**config.mk**
```make
export PLATFORM = sky130hd
export DESIGN_NAME = f_node_loader
export DESIGN_NICKNAME = d
export VERILOG_FILES = /design/src/rtl/f_node_loader.sv
export SDC_FILE = /design/constraint.sdc
export NUM_CORES = 1
export LEC_CHECK = 0
export BUFFER_PORTS_ARGS = -buffer_cell sky130_fd_sc_hd__buf_2
export CAP_MARGIN = 0
export CORE_MARGIN = 1.5
export CORE_UTILIZATION = 50
export CTS_CLUSTER_DIAMETER = 40
export CTS_CLUSTER_SIZE = 10
export DETAILED_ROUTE_END_ITERATION = 12
export HOLD_SLACK_MARGIN = 0.03
export PLACE_DENSITY = 0.71
export SYNTH_ARGS = -nofsm -noshare
export SYNTH_HDL_FRONTEND = slang
export SYNTH_SLANG_ARGS = --single-unit
```
**constraint.sdc**
```tcl
create_clock -name clk -period 4.3 [get_ports clk]
set_input_delay 0.86 -clock clk [delete_from_list [all_inputs] [get_ports clk]]
set_output_delay 0.86 -clock clk [all_outputs]
set_load 0.01 [all_outputs]
```
**src/rtl/f_node_loader.sv**
```systemverilog
// F_node weight loader: collects one frame of 16 weights over a valid/ready
// handshake into a shadow buffer, then publishes the whole frame to the
// write_in_k outputs in one step and strobes write_enable to the weight store.
module f_node_loader #(
    parameter int WEIGHT_W = 5,
    parameter int NUM_W    = 16
) (
    input  logic                clk,
    input  logic                reset_n,
    input  logic                start,
    input  logic                abort,
    input  logic                w_valid,
    input  logic [WEIGHT_W-1:0] w_data,
    output logic                w_ready,
    output logic                write_enable,
    output logic [WEIGHT_W-1:0] write_in_1,
    output logic [WEIGHT_W-1:0] write_in_2,
    output logic [WEIGHT_W-1:0] write_in_3,
    output logic [WEIGHT_W-1:0] write_in_4,
    output logic [WEIGHT_W-1:0] write_in_5,
    output logic [WEIGHT_W-1:0] write_in_6,
    output logic [WEIGHT_W-1:0] write_in_7,
    output logic [WEIGHT_W-1:0] write_in_8,
    output logic [WEIGHT_W-1:0] write_in_9,
    output logic [WEIGHT_W-1:0] write_in_10,
    output logic [WEIGHT_W-1:0] write_in_11,
    output logic [WEIGHT_W-1:0] write_in_12,
    output logic [WEIGHT_W-1:0] write_in_13,
    output logic [WEIGHT_W-1:0] write_in_14,
    output logic [WEIGHT_W-1:0] write_in_15,
    output logic [WEIGHT_W-1:0] write_in_16,
    output logic                busy,
    output logic                done,
    output logic [4:0]          count
);

    // Only a 16-weight frame is supported; the count of the final weight is
    // derived from NUM_W so the comparison stays in one place.
    localparam logic [4:0] LAST_IDX = 5'(NUM_W - 1);

    typedef enum logic [1:0] {
        IDLE,
        LOAD,
        COMMIT,
        DONE
    } state_t;

    state_t state;
    state_t next_state;

    logic [WEIGHT_W-1:0] shadow    [NUM_W];
    logic [WEIGHT_W-1:0] committed [NUM_W];

    logic handshake;
    logic last_word;

    // An abort in LOAD wins over a same-edge handshake, so the handshake is
    // qualified with !abort before it can touch count or the shadow buffer.
    assign handshake = (state == LOAD) && w_valid && !abort;
    assign last_word = handshake && (count == LAST_IDX);

    // State register
    always_ff @(posedge clk or negedge reset_n) begin
        if (!reset_n) begin
            state <= IDLE;
        end else begin
            state <= next_state;
        end
    end

    // Next-state logic; COMMIT and DONE are single-cycle and ignore controls
    always_comb begin
        next_state = state;
        case (state)
            IDLE: begin
                if (start) begin
                    next_state = LOAD;
                end
            end
            LOAD: begin
                if (abort) begin
                    next_state = IDLE;
                end else if (last_word) begin
                    next_state = COMMIT;
                end
            end
            COMMIT: begin
                next_state = DONE;
            end
            DONE: begin
                next_state = IDLE;
            end
            default: begin
                next_state = IDLE;
            end
        endcase
    end

    // Output decode purely from state
    always_comb begin
        w_ready      = (state == LOAD);
        write_enable = (state == COMMIT);
        done         = (state == DONE);
        busy         = (state != IDLE);
    end

    // Accepted-weight counter: cleared on frame start or abort, otherwise it
    // holds its final value of 16 through COMMIT, DONE and IDLE
    always_ff @(posedge clk or negedge reset_n) begin
        if (!reset_n) begin
            count <= '0;
        end else if ((state == IDLE) && start) begin
            count <= '0;
        end else if ((state == LOAD) && abort) begin
            count <= '0;
        end else if (handshake) begin
            count <= count + 5'd1;
        end
    end

    // Shadow buffer: each accepted weight lands in the slot after the
    // previously accepted one
    always_ff @(posedge clk or negedge reset_n) begin
        if (!reset_n) begin
            for (int i = 0; i < NUM_W; i++) begin
                shadow[i] <= '0;
            end
        end else if (handshake) begin
            shadow[count[3:0]] <= w_data;
        end
    end

    // Published frame: updated only on the edge that accepts the last
    // weight, with that weight taken straight from the input bus
    always_ff @(posedge clk or negedge reset_n) begin
        if (!reset_n) begin
            for (int i = 0; i < NUM_W; i++) begin
                committed[i] <= '0;
            end
        end else if (last_word) begin
            for (int i = 0; i < NUM_W - 1; i++) begin
                committed[i] <= shadow[i];
            end
            committed[NUM_W-1] <= w_data;
        end
    end

    assign write_in_1  = committed[0];
    assign write_in_2  = committed[1];
    assign write_in_3  = committed[2];
    assign write_in_4  = committed[3];
    assign write_in_5  = committed[4];
    assign write_in_6  = committed[5];
    assign write_in_7  = committed[6];
    assign write_in_8  = committed[7];
    assign write_in_9  = committed[8];
    assign write_in_10 = committed[9];
    assign write_in_11 = committed[10];
    assign write_in_12 = committed[11];
    assign write_in_13 = committed[12];
    assign write_in_14 = committed[13];
    assign write_in_15 = committed[14];
    assign write_in_16 = committed[15];

endmodule

```
==> metrics.csv, run 1 <==
metric;value;unit
rsz0062_at_grt;false;
post-cts-setup-buffers;0;
max_cap_violations;0;
num_io_pins;99;
synth_top_cell_by_area;dfrtp_1;
antenna_found_initial;0;
post-dp-hpwl;8.56;mm
grt_pass1_vias;3716;
grt_max_degree;118;
synth-seq-area-share;59.2;%
ir_drop;255;uV
setup_violations;0;
grt-ovfl-total;0;
critPathMostFrequentCell;ha_1;
use_met3;5.51;%
synth_compound_area_share;0.712;%
dp_slack;1.48;ns
crit_path_max_incr_delay;0.46;ns
synth-edff-count;0;
cts_max_level;4;
grt_usage;19.4;%
powerDensity;403;mW/mm^2
vias;3462;
clk_pin_slew;0.06;ns
cp-end-kind;flip-flop;
regToRegSetupSlack;1.66;ns
syn_area;0.00685;sq mm
die_area;0.0144;sq mm
fin_tns_setup;0;ns
fp-row-count;42;
ant_nets;0;
avgSynthCellArea;17.5;sq um
fin_crit;2.64;ns
layout_setup_ws;1.66;ns
start_util;51.5;%
crit_path_max_fanout;28;
synthAdderAreaFrac;0.913;%
worstPathRequired;4.60;ns
top_usage_layer;met2;
worstHoldPathType;reg -> reg;
fmax;379;MHz
routed_wl;13.1;mm
use_met1;26.6;%
path_buf_inv;1;
clkLatencyLatePin;0.41;ns
synthesis.nets;407;
gp_congestion;0.738;
path_cells;ha_1 -> and3_1 -> ha_1 -> nand2_4 -> buf_4 -> mux2_2;
io_buffers;98;
ys_async_sr_fraction;100;%
viasPerCell;5.05;
p_leak;0.00455;uW
synthMuxAreaShare;32.1;%
placed_area;0.00747;sq mm
synth_most_common_cell;dfrtp_1;
hold_viol_final;0;
grt_pass1_wl;21.1;mm
multi_input_area;0.00263;sq mm
nNetsFinal;512;
ys_types;32;
cp_top_family;simple AND/OR/NAND/NOR gates;
die_y;120;microns
cts_tree;done;
yosys_warnings;0;
synthTopCellsByArea;dfrtp_1, mux2_4, mux2_2;
tightestPinTransition;1.04;ns
synthToLayoutAreaGrowth;17.6;%
final_util;60.6;%
grt_use_met2;30.7;%
dp_cells;654;
finalClockSkew;0.00634;ns
worstSetupPathType;reg -> reg;
synth_top_family_by_area;multiplexers;
drive_gt1_share;58.7;%
synth-xor-area-share;0;%
clockRootBuffer;clkbuf_16;
finalInstanceArea;0.00806;sq mm
drt-wirelength-per-cell;19.1;microns
layout_worst_path_cycle_share;61.4;%
yosys.area_share.simple;4.67;%
cp_data_arrival_time;2.94;ns
synth_cells;392;
start_kind;flip-flop;
drt_iter0_drc;164;
core;0.0133;sq mm
cts_max_path_buffers;2;
n_antenna_cell;0;
cts_buffers;17;
synth_top_area_share;59.2;%
first_pass_iters;4;
critical_path.slowest_cell;dfrtp_1;
slew_headroom;30.8;%
outcome;finished, final reports clean;
fill_cells;970;
synthFlopType;dfrtp_1;
ctsResizeCount;0;
synth.cells.most_frequent;dfrtp_1, mux2_4, mux2_2;
seqCellArea;0.00405;sq mm
cts.sinks;162;
drc;0;
die_x;120;microns
hold_buffers;0;
synth_seq_cells;162;
drv_slew;0;
instances_no_fill;685;
-- per-layer routing --
layer / part of all wire [%] / routed length [microns]
met2: 48 / 6330
met4: 0.79 / 104
met1: 46 / 6050
met5: 0 / 0
met3: 4.6 / 598
-- registers in the layout (all words and copies together), names as in the netlist, named ones only --
| signal | cells |
|---|---|
| count | 5 |
| write_in_16 | 5 |
| write_in_7 | 5 |
| write_in_8 | 5 |
| write_in_11 | 5 |
| write_in_9 | 5 |
| shadow | 75 |
| write_in_4 | 5 |
| write_in_1 | 5 |
| write_in_12 | 5 |
| write_in_10 | 5 |
| write_in_14 | 5 |
| write_in_5 | 5 |
| state | 1 |
| write_in_6 | 5 |
| write_in_15 | 5 |
| write_in_13 | 5 |
| write_in_3 | 5 |
| write_in_2 | 5 |
-- final cells by class --
cell class / instances / share of cell area, %
Clock inverter: 9 / 1.30
Tap cell: 176 / 2.73
Inverter: 4 / 0.186
Sequential cell: 162 / 50.3
Multi-Input combinational cell: 209 / 32.7
Clock buffer: 22 / 6.01
Timing Repair Buffer: 103 / 6.78
-- cells in the final DEF, fill, tap and decap left out, types with 3 or more instances in the layout --
cell / instances
a21oi_1: 3
buf_2: 97
buf_4: 4
clkbuf_16: 17
clkbuf_8: 4
clkinv_2: 3
clkinvlp_4: 4
dfrtp_1: 162
ha_1: 5
inv_1: 4
mux2_2: 36
mux2_4: 119
nand2_1: 5
nand3_1: 6
nand3_4: 7
nor2_1: 3
o21ai_0: 4
-- stage by stage --
step	hold slack, ns	total power (uW)
final	0.498	3250
after global routing	0.518	3370
after CTS	0.500	3280
after detailed placement	0.486	1790
after global placement	0.483	1780
after floorplan	0.476	1720
-- power by group --
group / total (uW) / switching [uW] / internal [uW]
registers: 1610 / 33.8 / 1580
clock network: 1490 / 579 / 910
logic: 149 / 88.9 / 59.6
-- logic make-up (layout without fill, tap and decap cells) --
logic type	count (synthesis)	in the layout
buffers and inverters	21	138
multiplexers	156	156
AO/OA/AOI/OAI	9	9
flip-flops	162	162
AND/OR/NAND/NOR	39	39
adder cells (fa/ha/maj)	5	5
-- worst paths after layout --
kind	from	to	cells after the start
max in group asynchronous	reset_n	write_in_4[0]$_DFFE_PN0P_	2
min in group asynchronous	reset_n	write_in_3[2]$_DFFE_PN0P_	1
hold / removal	shadow[49]$_DFFE_PN0P_	write_in_7[4]$_DFFE_PN0P_	1
setup / recovery	count[0]$_DFFE_PN0P_	write_in_15[4]$_DFFE_PN0P_	6
hold reg to reg	shadow[49]$_DFFE_PN0P_	write_in_7[4]$_DFFE_PN0P_	1
setup reg to reg	count[0]$_DFFE_PN0P_	write_in_15[4]$_DFFE_PN0P_	6
No activity file was read; power rests on OpenSTA's default activity.
==> run 2, diff against run 1 <==
--- a/config.mk
+++ b/config.mk
@@ -13,7 +13,7 @@
 export CTS_CLUSTER_SIZE = 10
 export DETAILED_ROUTE_END_ITERATION = 12
 export HOLD_SLACK_MARGIN = 0.03
-export PLACE_DENSITY = 0.71
+export PLACE_DENSITY = 0.74
 export SYNTH_ARGS = -nofsm -noshare
 export SYNTH_HDL_FRONTEND = slang
 export SYNTH_SLANG_ARGS = --single-unit
==> constraint.sdc (replaced) <==
create_clock -name clk -period 2.17 [get_ports clk]
set_input_delay 0.434 -clock clk [delete_from_list [all_inputs] [get_ports clk]]
set_output_delay 0.434 -clock clk [all_outputs]
set_load 0.01 [all_outputs]
==> run 2 against run 1 <==
Against the previous run:
- first-iteration DRC count shrank 33%
- die area is the same
- clock-buffer cell count grew 1
- routed wire length increased by 0.43%
- critical endpoint unchanged
- largest cell class unchanged
==> metrics.csv, run 2 (synthesis gave the netlist of run 1 again) <==
metric;value;unit
critical_path.slowest_cell;dfrtp_1;
placed_area;0.00755;sq mm
r2r.worst_path.cells;6;
num_io_pins;99;
hold_viol_final;0;
crit_path_max_incr_delay;0.43;ns
routed_wl;13.1;mm
cts_buffers;17;
path_cells;ha_1 -> and3_1 -> ha_1 -> nand2_4 -> buf_12 -> mux2_2;
clk_pin_slew;0.06;ns
top_register;shadow;
ant_nets;0;
gp_congestion;0.834;
fp-row-count;42;
cts_max_level;4;
clkLatencyLatePin;0.43;ns
slew_headroom;65.0;%
grt_pass1_wl;21.1;mm
drt-wirelength-per-cell;19.0;microns
regToRegEndpoint;write_in_15[4]$_DFFE_PN0P_;
fmax;500;MHz
endpoint;write_in_15[4]$_DFFE_PN0P_;
vias;3555;
drv_slew;0;
instances_no_fill;693;
p_leak;0.00464;uW
cts_max_path_buffers;2;
start_kind;flip-flop;
cts.sinks;162;
die_y;120;microns
tightestPinTransition;0.525;ns
finalClockSkew;0.00803;ns
core;0.0133;sq mm
die_area;0.0144;sq mm
post-dp-hpwl;8.66;mm
n_antenna_cell;0;
regToRegSetupSlack;0.17;ns
clockRootBuffer;clkbuf_16;
setup_violations;0;
worstSetupStartpoint;count[1]$_DFFE_PN0P_;
worstPathRequired;2.48;ns
outcome;finished, final reports clean;
die_x;120;microns
cp-end-kind;flip-flop;
finalInstanceArea;0.00823;sq mm
ir_drop;455;uV
fin_tns_setup;0;ns
start_util;51.5;%
grt_max_degree;57;
max_cap_violations;0;
final_cell_mix;dfrtp_1, mux2_4, buf_2;
drive_gt1_share;59.0;%
layout_worst_path_cycle_share;92.1;%
drt_iter0_drc;110;
dp_cells;660;
cp_data_arrival_time;2.31;ns
grt-ovfl-total;0;
worstSetupPathType;reg -> reg;
grt_usage;19.5;%
nNetsFinal;519;
powerDensity;829;mW/mm^2
first_pass_iters;4;
rsz0062_at_grt;false;
io_buffers;98;
final_common_cell;dfrtp_1;
cts_tree;done;
synthToLayoutAreaGrowth;20.1;%
drc;0;
crit_path_max_fanout;39;
largest_register_ff_count;75;
grt_pass1_vias;3663;
viasPerCell;5.13;
antenna_found_initial;0;
worstHoldPathType;in -> reg;
critPathMostFrequentCell;ha_1;
fin_crit;2.00;ns
r2r-start;count[1]$_DFFE_PN0P_;
run 2: report_power, final:
part | total (uW) | switching, uW | internal [uW]
registers | 3190 | 61.7 | 3130
clock network | 3310 | 1150 | 2160
logic | 315 | 183 | 132
total | 6820 | 1400 | 5420
run 2: worst min-delay path by stage:
stage	start	endpoint	slack (ns)	cells past startpoint
after detailed placement	reset_n	shadow[65]$_DFFE_PN0P_	0.43	1
after global placement	reset_n	shadow[67]$_DFFE_PN0P_	0.43	1
final	start	state[0]$_DFFE_PN0P_	0.30	3
after CTS	start	state[0]$_DFFE_PN0P_	0.28	3
after global routing	start	state[0]$_DFFE_PN0P_	0.29	3
after floorplan	reset_n	asynchronous set/reset pin	0.14	0
run 2: per-layer routing:
layer | track usage (%) | routed length (microns)
met1 | 27.3 | 6190
met2 | 28.7 | 6110
met3 | 5.94 | 564
met4 | 7.66 | 274
met5 | 0 | 0
run 2: cell type report:
| class | count | area, sq um |
|---|---|---|
| tap | 176 | 220 |
| fill | 967 | 5070 |
| inverter | 4 | 15.0 |
| clock inverter | 9 | 175 |
| clock buffer | 23 | 488 |
| multi-input combinational | 209 | 2630 |
| sequential | 162 | 4050 |
| timing repair buffer | 110 | 639 |
run 2: repair_timing:
| item | CTS | global route |
|---|---|---|
| buffers inserted | 0 | 0 |
| hold endpoints to repair | 52 | 0 |
| hold buffers | 1 | 0 |
| resized for setup | 0 | 0 |
run 2: per-stage QoR:
stage                     setup WS, ns  hold slack [ns]  util, %  total power (uW)
final                            0.171            0.299     61.9              6820
after global routing            0.0872            0.294     61.9              7060
after CTS                        0.159            0.279     61.9              6880
after detailed placement         0.126            0.433     56.8              3560
after global placement           0.210            0.426     56.8              3540
after floorplan                  0.295            0.138        -              3400
run 2: critical path, delay by kind of cell, from the launching register on:
family                   cells  cell delay [ns]
adder cells (fa/ha/maj)      2             0.45
multiplexers                 1             0.37
buffers and inverters        1             0.30
AND/OR/NAND/NOR              2             0.33
flip-flops                   1             0.43
